<file path="src/rtl/arf_ctrl_pkg.sv">
// Shared encodings for the address register file controls: FunSel codes,
// one-cold RegSel masks, OutC/OutD select codes, request opcodes, and the
// bundle of per-cycle control outputs.
package arf_ctrl_pkg;

  // FunSel: operation applied to every register whose RegSel bit is low
  localparam logic [2:0] FS_DEC  = 3'b000;
  localparam logic [2:0] FS_INC  = 3'b001;
  localparam logic [2:0] FS_LOAD = 3'b010;
  localparam logic [2:0] FS_CLR  = 3'b011;

  // RegSel: active-low enables ordered {PC, AR, SP}
  localparam logic [2:0] RS_PC   = 3'b011;
  localparam logic [2:0] RS_AR   = 3'b101;
  localparam logic [2:0] RS_SP   = 3'b110;
  localparam logic [2:0] RS_NONE = 3'b111;
  localparam logic [2:0] RS_ALL  = 3'b000;

  // OutCSel / OutDSel source codes
  localparam logic [1:0] SEL_PC = 2'b00;
  localparam logic [1:0] SEL_AR = 2'b10;
  localparam logic [1:0] SEL_SP = 2'b11;

  // Request opcodes; anything else is illegal and gets rejected
  localparam logic [2:0] OP_FETCH   = 3'b000;
  localparam logic [2:0] OP_PUSH    = 3'b001;
  localparam logic [2:0] OP_POP     = 3'b010;
  localparam logic [2:0] OP_JUMP    = 3'b011;
  localparam logic [2:0] OP_LOAD_AR = 3'b100;

  // All per-cycle control outputs, registered together
  typedef struct packed {
    logic [2:0] fun_sel;
    logic [2:0] reg_sel;
    logic [1:0] outc_sel;
    logic [1:0] outd_sel;
    logic       mem_read;
    logic       mem_write;
    logic       byte_sel;
    logic       done;
    logic       error;
  } ctrl_t;

  // Quiet value: no register enabled, no strobes
  localparam ctrl_t CTRL_IDLE = '{
    fun_sel:   FS_DEC,
    reg_sel:   RS_NONE,
    outc_sel:  SEL_PC,
    outd_sel:  SEL_PC,
    mem_read:  1'b0,
    mem_write: 1'b0,
    byte_sel:  1'b0,
    done:      1'b0,
    error:     1'b0
  };

endpackage

</file>
<file path="src/rtl/arf_op_sequencer_if.sv">
// Request handshake plus ARF/memory control bundle for the address op sequencer.
// Handshake: a request transfers on a rising edge where ReqValid and ReqReady are
// both high; ReqReady depends on sequencer state only, and the requester must hold
// ReqOp stable while ReqValid is high and ReqReady is low.
interface arf_op_sequencer_if #(
  parameter int STACK_DEPTH = 4
);
  localparam int DW = $clog2(STACK_DEPTH + 1);

  logic          ReqValid;
  logic [2:0]    ReqOp;
  logic          ReqReady;
  logic [2:0]    FunSel;
  logic [2:0]    RegSel;
  logic [1:0]    OutCSel;
  logic [1:0]    OutDSel;
  logic          MemRead;
  logic          MemWrite;
  logic          ByteSel;
  logic          Done;
  logic          Error;
  logic [DW-1:0] Depth;
  logic [3:0]    DbgState;

  // Sequencer side
  modport slave (
    input  ReqValid, ReqOp,
    output ReqReady, FunSel, RegSel, OutCSel, OutDSel,
           MemRead, MemWrite, ByteSel, Done, Error, Depth, DbgState
  );

  // Decoder side
  modport master (
    output ReqValid, ReqOp,
    input  ReqReady, FunSel, RegSel, OutCSel, OutDSel,
           MemRead, MemWrite, ByteSel, Done, Error, Depth, DbgState
  );

endinterface

</file>
<file path="src/rtl/arf_op_sequencer.sv">
// Address register file sequencer: accepts one PC/AR/SP operation at a time and
// plays out its per-cycle ARF controls and memory strobes. All outputs except
// ReqReady are registered alongside the state, so the request inputs never reach
// them combinationally. Stack depth is tracked so over/underflow is rejected
// instead of corrupting SP.
module arf_op_sequencer
  import arf_ctrl_pkg::*;
#(
  parameter int STACK_DEPTH = 4
) (
  input  logic              Clock,
  input  logic              Reset,
  arf_op_sequencer_if.slave bus
);

  localparam int DW = $clog2(STACK_DEPTH + 1);
  localparam logic [DW-1:0] DEPTH_MAX = DW'(STACK_DEPTH);

  typedef enum logic [3:0] {
    ST_INIT     = 4'd0,
    ST_IDLE     = 4'd1,
    ST_FETCH_LO = 4'd2,
    ST_FETCH_HI = 4'd3,
    ST_PUSH_DEC = 4'd4,
    ST_PUSH_WR  = 4'd5,
    ST_POP_RD   = 4'd6,
    ST_POP_INC  = 4'd7,
    ST_LOAD_PC  = 4'd8,
    ST_LOAD_AR  = 4'd9,
    ST_REJECT   = 4'd10
  } state_t;

  state_t        r_state;
  state_t        w_next;
  ctrl_t         r_ctrl;
  ctrl_t         w_ctrl;
  logic [DW-1:0] r_depth;

  // Control outputs owned by each state
  function automatic ctrl_t decode(input state_t s);
    ctrl_t c;
    c = CTRL_IDLE;
    case (s)
      ST_INIT: begin
        c.fun_sel = FS_CLR;
        c.reg_sel = RS_ALL;
      end
      ST_FETCH_LO, ST_FETCH_HI: begin
        c.fun_sel  = FS_INC;
        c.reg_sel  = RS_PC;
        c.outd_sel = SEL_PC;
        c.mem_read = 1'b1;
        c.byte_sel = (s == ST_FETCH_HI);
        c.done     = (s == ST_FETCH_HI);
      end
      ST_PUSH_DEC: begin
        c.fun_sel = FS_DEC;
        c.reg_sel = RS_SP;
      end
      ST_PUSH_WR: begin
        c.outd_sel  = SEL_SP;
        c.mem_write = 1'b1;
        c.done      = 1'b1;
      end
      ST_POP_RD: begin
        c.outd_sel = SEL_SP;
        c.mem_read = 1'b1;
      end
      ST_POP_INC: begin
        c.fun_sel = FS_INC;
        c.reg_sel = RS_SP;
        c.done    = 1'b1;
      end
      ST_LOAD_PC: begin
        c.fun_sel = FS_LOAD;
        c.reg_sel = RS_PC;
        c.done    = 1'b1;
      end
      ST_LOAD_AR: begin
        c.fun_sel  = FS_LOAD;
        c.reg_sel  = RS_AR;
        c.outc_sel = SEL_AR;
        c.done     = 1'b1;
      end
      ST_REJECT: c.error = 1'b1;
      default:   c = CTRL_IDLE;
    endcase
    return c;
  endfunction

  // Next-state selection; stack bounds are judged at acceptance time
  always_comb begin
    w_next = r_state;
    case (r_state)
      ST_INIT: w_next = ST_IDLE;
      ST_IDLE: begin
        if (bus.ReqValid) begin
          case (bus.ReqOp)
            OP_FETCH:   w_next = ST_FETCH_LO;
            OP_PUSH:    w_next = (r_depth < DEPTH_MAX) ? ST_PUSH_DEC : ST_REJECT;
            OP_POP:     w_next = (r_depth != '0) ? ST_POP_RD : ST_REJECT;
            OP_JUMP:    w_next = ST_LOAD_PC;
            OP_LOAD_AR: w_next = ST_LOAD_AR;
            default:    w_next = ST_REJECT;
          endcase
        end
      end
      ST_FETCH_LO: w_next = ST_FETCH_HI;
      ST_PUSH_DEC: w_next = ST_PUSH_WR;
      ST_POP_RD:   w_next = ST_POP_INC;
      ST_FETCH_HI, ST_PUSH_WR, ST_POP_INC,
      ST_LOAD_PC, ST_LOAD_AR, ST_REJECT: w_next = ST_IDLE;
      default:     w_next = ST_INIT;
    endcase
  end

  // Outputs are decoded from the state being entered so they appear with it
  always_comb begin
    w_ctrl = decode(w_next);
  end

  // State, registered outputs and stack depth; reset lands in INIT to clear the ARF
  always_ff @(posedge Clock) begin
    if (Reset) begin
      r_state <= ST_INIT;
      r_ctrl  <= decode(ST_INIT);
      r_depth <= '0;
    end else begin
      r_state <= w_next;
      r_ctrl  <= w_ctrl;
      if (r_state == ST_PUSH_WR) begin
        r_depth <= r_depth + DW'(1);
      end else if (r_state == ST_POP_INC) begin
        r_depth <= r_depth - DW'(1);
      end
    end
  end

  assign bus.ReqReady = (r_state == ST_IDLE);
  assign bus.FunSel   = r_ctrl.fun_sel;
  assign bus.RegSel   = r_ctrl.reg_sel;
  assign bus.OutCSel  = r_ctrl.outc_sel;
  assign bus.OutDSel  = r_ctrl.outd_sel;
  assign bus.MemRead  = r_ctrl.mem_read;
  assign bus.MemWrite = r_ctrl.mem_write;
  assign bus.ByteSel  = r_ctrl.byte_sel;
  assign bus.Done     = r_ctrl.done;
  assign bus.Error    = r_ctrl.error;
  assign bus.Depth    = r_depth;
  assign bus.DbgState = r_state;

endmodule
</file>
<file path="src/flat_wrapper.sv">
// flat-port wrapper written by rule: the top's interface ports become plain ports
module arf_op_sequencer_flat import arf_ctrl_pkg::*;
#(
  parameter int STACK_DEPTH = 4
)
  (Clock, Reset, bus_ReqValid, bus_ReqOp, bus_ReqReady, bus_FunSel, bus_RegSel, bus_OutCSel, bus_OutDSel, bus_MemRead, bus_MemWrite, bus_ByteSel, bus_Done, bus_Error, bus_Depth, bus_DbgState);
  arf_op_sequencer_if #(.STACK_DEPTH(STACK_DEPTH)) bus_i ();
  input  logic Clock;
  input  logic Reset;
  input wire logic [$bits(bus_i.ReqValid)-1:0] bus_ReqValid;
  input wire logic [$bits(bus_i.ReqOp)-1:0] bus_ReqOp;
  output wire logic [$bits(bus_i.ReqReady)-1:0] bus_ReqReady;
  output wire logic [$bits(bus_i.FunSel)-1:0] bus_FunSel;
  output wire logic [$bits(bus_i.RegSel)-1:0] bus_RegSel;
  output wire logic [$bits(bus_i.OutCSel)-1:0] bus_OutCSel;
  output wire logic [$bits(bus_i.OutDSel)-1:0] bus_OutDSel;
  output wire logic [$bits(bus_i.MemRead)-1:0] bus_MemRead;
  output wire logic [$bits(bus_i.MemWrite)-1:0] bus_MemWrite;
  output wire logic [$bits(bus_i.ByteSel)-1:0] bus_ByteSel;
  output wire logic [$bits(bus_i.Done)-1:0] bus_Done;
  output wire logic [$bits(bus_i.Error)-1:0] bus_Error;
  output wire logic [$bits(bus_i.Depth)-1:0] bus_Depth;
  output wire logic [$bits(bus_i.DbgState)-1:0] bus_DbgState;
  assign bus_i.ReqValid = bus_ReqValid;
  assign bus_i.ReqOp = bus_ReqOp;
  assign bus_ReqReady = bus_i.ReqReady;
  assign bus_FunSel = bus_i.FunSel;
  assign bus_RegSel = bus_i.RegSel;
  assign bus_OutCSel = bus_i.OutCSel;
  assign bus_OutDSel = bus_i.OutDSel;
  assign bus_MemRead = bus_i.MemRead;
  assign bus_MemWrite = bus_i.MemWrite;
  assign bus_ByteSel = bus_i.ByteSel;
  assign bus_Done = bus_i.Done;
  assign bus_Error = bus_i.Error;
  assign bus_Depth = bus_i.Depth;
  assign bus_DbgState = bus_i.DbgState;
  arf_op_sequencer #(.STACK_DEPTH(STACK_DEPTH)) u_core (.Clock(Clock), .Reset(Reset), .bus(bus_i));
endmodule
</file>
<file path="config.mk">
export PLATFORM = sky130hd
export DESIGN_NAME = arf_op_sequencer_flat
export DESIGN_NICKNAME = d
export VERILOG_FILES = /design/src/rtl/arf_ctrl_pkg.sv /design/src/rtl/arf_op_sequencer_if.sv /design/src/rtl/arf_op_sequencer.sv /design/src/flat_wrapper.sv
export SDC_FILE = /design/constraint.sdc
export NUM_CORES = 1
export LEC_CHECK = 0
export ABC_AREA = 0
export BUFFER_PORTS_ARGS = -buffer_cell sky130_fd_sc_hd__buf_2
export CAP_MARGIN = 20
export CORE_UTILIZATION = 33
export DETAILED_ROUTE_END_ITERATION = 10
export PLACE_DENSITY = 0.63
export SETUP_SLACK_MARGIN = 0.1
export SYNTH_ARGS = -nofsm -noshare
export SYNTH_HDL_FRONTEND = slang
export SYNTH_SLANG_ARGS = --single-unit
export TNS_END_PERCENT = 10
</file>
<file path="constraint.sdc">
create_clock -name Clock -period 1.98 [get_ports Clock]
set_input_delay 0.495 -clock Clock [delete_from_list [all_inputs] [get_ports Clock]]
set_output_delay 0.495 -clock Clock [all_outputs]
set_load 0.02 [all_outputs]
</file>
# Word level (Yosys, flattened, before mapping)

Index checks and enable logic that the tools add are counted.

Bits of input ports: 6
Output and inout bits: 23
Register bits after elaboration: 22
Logic and storage cells: 63

Magnitude comparators: 1
Mux-type cells: 14
Add/sub/neg operators: 2
Equal/unequal tests: 23
Bitwise logic cells: 1
Reductions and logical operators: 11

Operator list:

| operator            | count |
|---|---|
| $pmux 4 s5          | 2 |
| $eq 4x3->1 const B  | 8 |
| $pmux 5 s6          | 1 |
| $eq 4x4->1 const B  | 6 |
| $eq 4x2->1 const B  | 4 |
| $mux 4              | 3 |
| $logic_not 4->1     | 2 |
| $reduce_or 7->1     | 1 |
| $eq 3x2->1 const B  | 2 |
| $mux 3              | 2 |
| $reduce_or 2->1     | 3 |
| $eq 4x1->1 const B  | 1 |
| $mux 2              | 2 |
| $reduce_or 4->1     | 1 |
| $add 3x1->3 const B | 1 |
| $eq 3x1->1 const B  | 1 |
| $eq 3x3->1 const B  | 1 |
| $logic_not 3->1     | 1 |
| $lt 3x3->1 const B  | 1 |
| $mux 1              | 3 |
| $reduce_bool 3->1   | 1 |
| $reduce_or 3->1     | 1 |
| $sub 3x1->3 const B | 1 |
| $pmux 1 s2          | 1 |
| other kinds (2)     | 2 |

# Depth between registers and ports, before layout

Gate-level depths: netlist of the first run.

Word-level depth: 9
Depth in mapped cells: 6
Gate-level depth less buffers: 6

# Worst setup path before layout of the first run

No wires, ideal clock.

Kind: register -> register
From: register u_core.r_state[2] (netlist: u_core.bus.DbgState[2])
To: register u_core.r_depth[2] (netlist: u_core.bus.Depth[2])
Stages on the path, launching flop included: 7
Setup slack: 0.030 ns
Clock period less this slack: 1.950 ns
Buffers on the path: 0
Required time: 1.909 ns
Data arrival time: 1.879 ns
Library setup time: 0.071 ns
Cell sequence: dfxtp_1 -> nand3b_1 -> or2_1 -> fa_1 -> xnor2_1 -> or3_1 -> a21oi_1

Word-level cells in the longest chain between the ends: 2
Elaborated cells on any way between the ends: 4
Those cells by class: eq/ne: 2; mux: 1; reduce/logical: 1

RTL lines:

| item                                        | RTL line                                         | text |
|---|---|---|
| start, declared                             | arf_op_sequencer.sv:33                           | `state_t r_state;` |
| start signal, assigned                      | arf_op_sequencer.sv:129                          | `r_state <= w_next;` |
| $eq 4x3->1, on equally long branches        | arf_op_sequencer.sv:131, arf_op_sequencer.sv:133 |  |
| $mux 3 or $reduce_bool 2->1 (tied branches) | -                                                |  |
| end signal, assigned                        | arf_op_sequencer.sv:132                          | `r_depth <= r_depth + DW'(1);` |
| end signal, assigned                        | arf_op_sequencer.sv:134                          | `r_depth <= r_depth - DW'(1);` |
| end, declared                               | arf_op_sequencer.sv:37                           | `logic [DW-1:0] r_depth;` |

Several ways; a longest one is shown, not always the timed one.
A chain may end at the register's enable or synchronous reset.

# Worst setup path in the final report of the first run

From: register u_core.r_state[2] (netlist: u_core.bus.DbgState[2])
To: output port bus_ReqReady

Word-level cells in the longest chain between the ends: 1

RTL lines:

| item          | RTL line                | text |
|---|---|---|
| $eq 4x1->1    | arf_op_sequencer.sv:139 | `assign bus.ReqReady = (r_state == ST_IDLE);` |
| end, declared | flat_wrapper.sv:12      | `output wire logic [$bits(bus_i.ReqReady)-1:0] bus_ReqReady;` |

Every way passes these cells.

==> qor.txt, run 1 <==
Status -> finished clean
WL final -> 1980 um
Die Y -> 54.1 um
Clock Skews -> 1.34 ps
Area Growth Syn to Fin -> 24.8%
Area leader, netlist -> dfxtp_1
Peak supply drop -> 0.373 mV
PwrDens -> 681 mW/mm2
Root Buffer -> clkbuf_4
Design Power -> 762 uW
Routed via count -> 797
Flop2flop setup slack -> 80 ps
Fin. Hold Viols -> 0
Hold Path End -> u_core.bus.DbgState[3]
Number of global-route vias before repair -> 764
Async SR Flop Fraction -> 0
First-pass GRT wire length -> 3330 um
LEAKAGE -> 0.000499 uW
CTS tree -> yes
Final Max Tran Viols -> 0
Register-to-Register Path Depth -> 7
DR iter-0 viols -> 9
Main synth FF type -> dfxtp_1
Setup TNS -> 0 ps
CTS sink cnt -> 19
Antenna Nets Post-Route -> 0
Fmax -> 527 MHz
H-tree lvl count -> 1
Arrival time at the worst endpoint -> 1400 ps
Reg2Reg Capture Point -> u_core.bus.Depth[2]
Port Buffers -> 26
Max-Cap Viols -> 0
Largest cells by area after synthesis -> dfxtp_1 42%, nor2_1 3.3%, o2111ai_4 2.9%, buf_4 2.5%, fa_1 2.2%
Routed wire length per instance -> 13.1 um
Hold path cells -> 2
Final setup vio count -> 0
Row cnt -> 18
I/O pin count -> 29
Fin Hold WS -> 554 ps
Largest net degree at the start of global routing -> 17
Reg2reg start -> u_core.bus.DbgState[3]
CP Max Fanout -> 3
Synth Cell Area -> 897 um2
Ys Warns -> 0
CP endpoint kind -> output port
Hold/Removal Path Class -> primary input to register
Die area -> 0.00293 mm2
Total CTS buffers -> 3
Post-synthesis cell type count -> 43
Fin crit period -> 1900 ps
Grt total ovfl -> 0
Hold_sp -> Reset
HPWL Detailed -> 1520 um
Required @ worst endpoint -> 1480 ps
# nets final -> 129
Core area -> 0.00252 mm2
Fillcell total -> 255
CP Launch Type -> register
Count leader, synth -> dfxtp_1
Die X-Extent -> 54.1 um
Initial Util -> 0.356
Synthesized flop and latch total -> 19
Gate Count Post-Synth -> 89
Clk slew on worst S/H paths -> 110 ps
Post-CTS Hold Buffers -> 0
Initial antenna violation count -> 0
Routability cong. -> 0.853
Crit Path Category -> register to output port
Part of the cycle the worst path needs -> 0.958
Post-synth EDFFs -> 0
First-pass DRT Iterations -> 4
Syn avg cell area -> 10.1 um2
Layout cells sized above 1 -> 0.421
Via density -> 5.28
Placed inst area -> 0.00106 mm2
Gr usage total -> 0.165
RSZ-0062 raised after global routing -> yes
CTS Buffer Depth -> 2
Synth top cells by count -> 19 x dfxtp_1, 8 x nor2_1, 4 x nand2_1, 4 x nor3_1
Finished Cell Area -> 0.00112 mm2
Antenna cells -> 0
Sequential share of the synthesized area -> 0.424
Remaining DRCs -> 0
Synth top area share -> 0.424
Clock latency on the worst-skew pair -> 300 ps
Core Util, Final -> 0.444
==> worst max-delay path by stage <==
stage / end / cells after the start / from / slack, ps
2_1_floorplan: u_core.bus.FunSel[1] / 4 / u_core.bus.DbgState[1] / 130
3_3_place_gp: u_core.bus.FunSel[1] / 4 / u_core.bus.DbgState[3] / 190
3_5_place_dp: u_core.bus.FunSel[1] / 4 / u_core.bus.DbgState[3] / 150
4_1_cts: bus_ReqReady / 3 / u_core.bus.DbgState[2] / 80
5_1_grt: u_core.bus.Depth[2] / 7 / u_core.bus.DbgState[3] / 10
6_report: bus_ReqReady / 3 / u_core.bus.DbgState[2] / 80
==> placed cells by master, fill, tap and decap left out, types with 3 or more instances in the layout <==
master / instances
nand3_1: 3
nand2_1: 4
nor3_1: 4
buf_4: 6
buf_2: 25
clkbuf_4: 3
nor2_1: 8
o21ai_0: 3
dfxtp_1: 16
==> state kept, by name, summed over array words and instances, names as in the netlist, 2 cells and up <==
signal	cells
u_core.bus.DbgState	4
u_core.bus.RegSel	3
u_core.bus.Depth	3
u_core.bus.FunSel	2
==> layout make-up <==
type                            count  area [um2]  share of cell area
Tap cell                           30        37.5              0.0335
Timing Repair Buffer               32         181               0.162
Inverter                            3        16.3              0.0145
Sequential cell                    19         387               0.345
Multi-Input combinational cell     63         470               0.420
Clock buffer                        3        22.5              0.0201
Clock inverter                      1        5.00             0.00447
==> cells by family after synthesis <==
group                      share of synthesized area
muxes                                         0.0112
adders and majority gates                     0.0223
xor gates and xnor gates                      0.0195
AOI/OAI and AO/OA                              0.232
and+or+nand+nor                                0.227
other                                        0.00418
DFF                                            0.424
buffers and inverters                         0.0600
==> layer usage <==
metal | wire [um] | track usage
met1 | 829 | 0.184
met2 | 1020 | 0.289
met3 | 89 | 0.0254
met4 | 42 | 0.103
met5 | 0 | 0
==> where the power goes <==
part           switching, uW  internal (uW)
clock                    121           75.3
sequential              6.60            400
combinational           99.1           61.3
total                    226            536
==> repair_timing <==
item                                    CTS  global route
resized for setup                         3             1
pin swaps                                 1             0
buffers inserted                          3             0
endpoints found under the setup margin    1             4
==> per-stage QoR <==
stage | cells | setup WS, ps
floorplan | 90 | 132
global placement | 144 | 188
global route | 151 | 10.8
CTS | 151 | 77.9
finish | 151 | 83.3
detailed placement | 144 | 154
==> critical path, cell delays in order (launching register included) <==
cell	delay [ps]
dfxtp_4	360
or4b_4	560
clkinv_4	70
buf_6	110
No activity file was read; power rests on OpenSTA's default activity.
==> inputs of run 2 (changes only) <==
Settings changed: ABC_AREA 0 to 1.
==> run 2 against run 1 <==
Critical path depth rose by 5. Global-route usage decreased by 2.2 points. Clock power about the same. Synthesized cell count rose by 36%. Critical endpoint is now u_core.bus.Depth[2]. Synthesized area increased by 2.1%. Final cell count up 18%. Hold slack got worse by 44 ps. Clock skew increased by 1.5 ps. Critical path type is now register to register.
==> qor.txt, run 2 <==
Status -> finished clean
Synthesized flop and latch total -> 19
Area Growth Syn to Fin -> 18.7%
Hold_sp -> Reset
Clk slew on worst S/H paths -> 100 ps
WL final -> 1850 um
CP endpoint kind -> register
Hold path cells -> 2
I/O pin count -> 29
Post-synth EDFFs -> 0
Largest cells by area after synthesis -> dfxtp_1 42%, nand2_1 8.6%, nor2_1 6.6%, nand3_1 5.5%, inv_1 4.5%
Area occupied by multi-input gates -> 440 um2
CTS sink cnt -> 19
Clock Skews -> 2.85 ps
Root Buffer -> clkbuf_4
CP Launch Type -> register
Gate Count Post-Synth -> 121
Initial Util -> 0.360
Number of global-route vias before repair -> 748
CP Max Fanout -> 4
Register-to-Register Path Depth -> 8
Post-synthesis cell type count -> 25
Synth top area share -> 0.415
Fin crit period -> 1710 ps
Die area -> 0.00299 mm2
Count leader, synth -> nand2_1
Required @ worst endpoint -> 2180 ps
Post-CTS resize count -> 0
RSZ-0062 raised after global routing -> no
Initial antenna violation count -> 0
Main synth FF type -> dfxtp_1
Routability cong. -> 0.867
Peak supply drop -> 0.335 mV
Design Power -> 746 uW
Layout cells sized above 1 -> 0.365
HPWL Detailed -> 1520 um
Worst path buffer plus inverter count -> 1
Reg2reg start -> u_core.bus.DbgState[2]
Stages on the worst setup path -> 8
Grt total ovfl -> 0
Remaining DRCs -> 0
Port Buffers -> 26
Hold/Removal Path Class -> primary input to register
Antenna Nets Post-Route -> 0
Synth top cells by count -> 21 x nand2_1, 19 x dfxtp_1, 16 x nor2_1
Routed via count -> 812
Clock latency on the worst-skew pair -> 290 ps
Routed wire length per instance -> 10.4 um
CTS Buffer Depth -> 2
Placed inst area -> 0.00106 mm2
Final Max Tran Viols -> 0
Post-CTS Hold Buffers -> 0
Area leader, netlist -> dfxtp_1
Fillcell total -> 265
CTS tree -> yes
Die X-Extent -> 54.7 um
Ys Warns -> 0
Max-Cap Viols -> 0
Synth Cell Area -> 916 um2
Worst-path cell chain -> inv_1, nor2_1, nand2_1, fa_1, xor2_1, nand2_1, o21ai_0, a21oi_1
Largest register FFs -> 4
Antenna cells -> 0
Post-CTS setup buffers -> 0
Part of the cycle the worst path needs -> 0.863
H-tree lvl count -> 1
PwrDens -> 686 mW/mm2
LEAKAGE -> 0.000555 uW
Storage cell area -> 380 um2
Largest net degree at the start of global routing -> 12
First-pass GRT wire length -> 3060 um
CP peak stage delay -> 390 ps
DR iter-0 viols -> 7
Fin. Hold Viols -> 0
Fmax -> 585 MHz
Syn avg cell area -> 7.57 um2
Core area -> 0.00254 mm2
Family with the most delay on the worst path -> simple AND/OR/NAND/NOR gates
Finished Cell Area -> 0.00109 mm2
Async SR Flop Fraction -> 0
Sequential share of the synthesized area -> 0.415
Most frequent cells in the layout -> 26 x buf_2, 21 x nand2_1, 19 x dfxtp_1, 16 x nor2_1, 11 x inv_1
Row cnt -> 18
Slowest cell on the critical path -> fa_1
CP startpoint -> u_core.bus.DbgState[2]
Via density -> 4.56
Final setup vio count -> 0
Total CTS buffers -> 3
First-pass DRT Iterations -> 4
Gr usage total -> 0.143
CP dominant cell by count -> nand2_1
# nets final -> 156
Crit Path Category -> register to register
Most common cell after layout, fill and taps aside -> buf_2
Die Y -> 54.7 um
Setup TNS -> 0 ps
Arrival time at the worst endpoint -> 1900 ps
==> run 2: routing by layer <==
| metal | track usage | vias to the layer above | routed length [um] |
|---|---|---|---|
| li1 | - | 427 | - |
| met5 | 0 | - | 0 |
| met2 | 0.253 | 25 | 892 |
| met3 | 0.0333 | 3 | 107 |
| met1 | 0.164 | 357 | 825 |
| met4 | 0.0556 | 0 | 22 |
==> run 2: worst reg2reg max path: stages, from the launching register on <==
cell     delay (ps)
dfxtp_1         370
inv_1            80
nor2_1          230
nand2_1         120
fa_1            390
xor2_1          140
nand2_1          80
o21ai_0         150
a21oi_1          60
==> run 2: path summary, 6_finish.rpt <==
check,to,slack (ps)
max,u_core.bus.Depth[2],270
min,u_core.bus.RegSel[0],510
max reg2reg,u_core.bus.Depth[2],270
min reg2reg,u_core.bus.Depth[1],530
==> run 2: layout make-up <==
class                           count  area share
Inverter                           19      0.0667
Multi-Input combinational cell     80       0.405
Sequential cell                    19       0.350
Timing Repair Buffer               26       0.120
Clock buffer                        4      0.0242
Tap cell                           30      0.0345
==> run 2: per-stage QoR <==
stage | utilization | setup slack (ps) | cells | hold WS [ps]
global placement | 0.417 | 342 | 174 | 507
global route | 0.427 | 177 | 178 | 511
floorplan | - | 326 | 122 | 567
CTS | 0.427 | 258 | 178 | 508
finish | 0.427 | 272 | 178 | 510
detailed placement | 0.417 | 301 | 174 | 522
==> run 2: report_power, final <==
| part | total, uW | internal (uW) | switching (uW) |
|---|---|---|---|
| clock network | 193 | 78.5 | 114 |
| registers | 408 | 400 | 8.42 |
| logic | 145 | 45.1 | 99.6 |
==> run 2: cell families after synthesis <==
family                     after synthesis  share of synthesized area
DFF                                     19                      0.415
other                                    1                    0.00409
adders and majority gates                1                     0.0219
and+or+nand+nor                         62                      0.347
xor gates and xnor gates                 1                    0.00956
AOI/OAI and AO/OA                       14                     0.0943
buffers and inverters                   23                      0.108
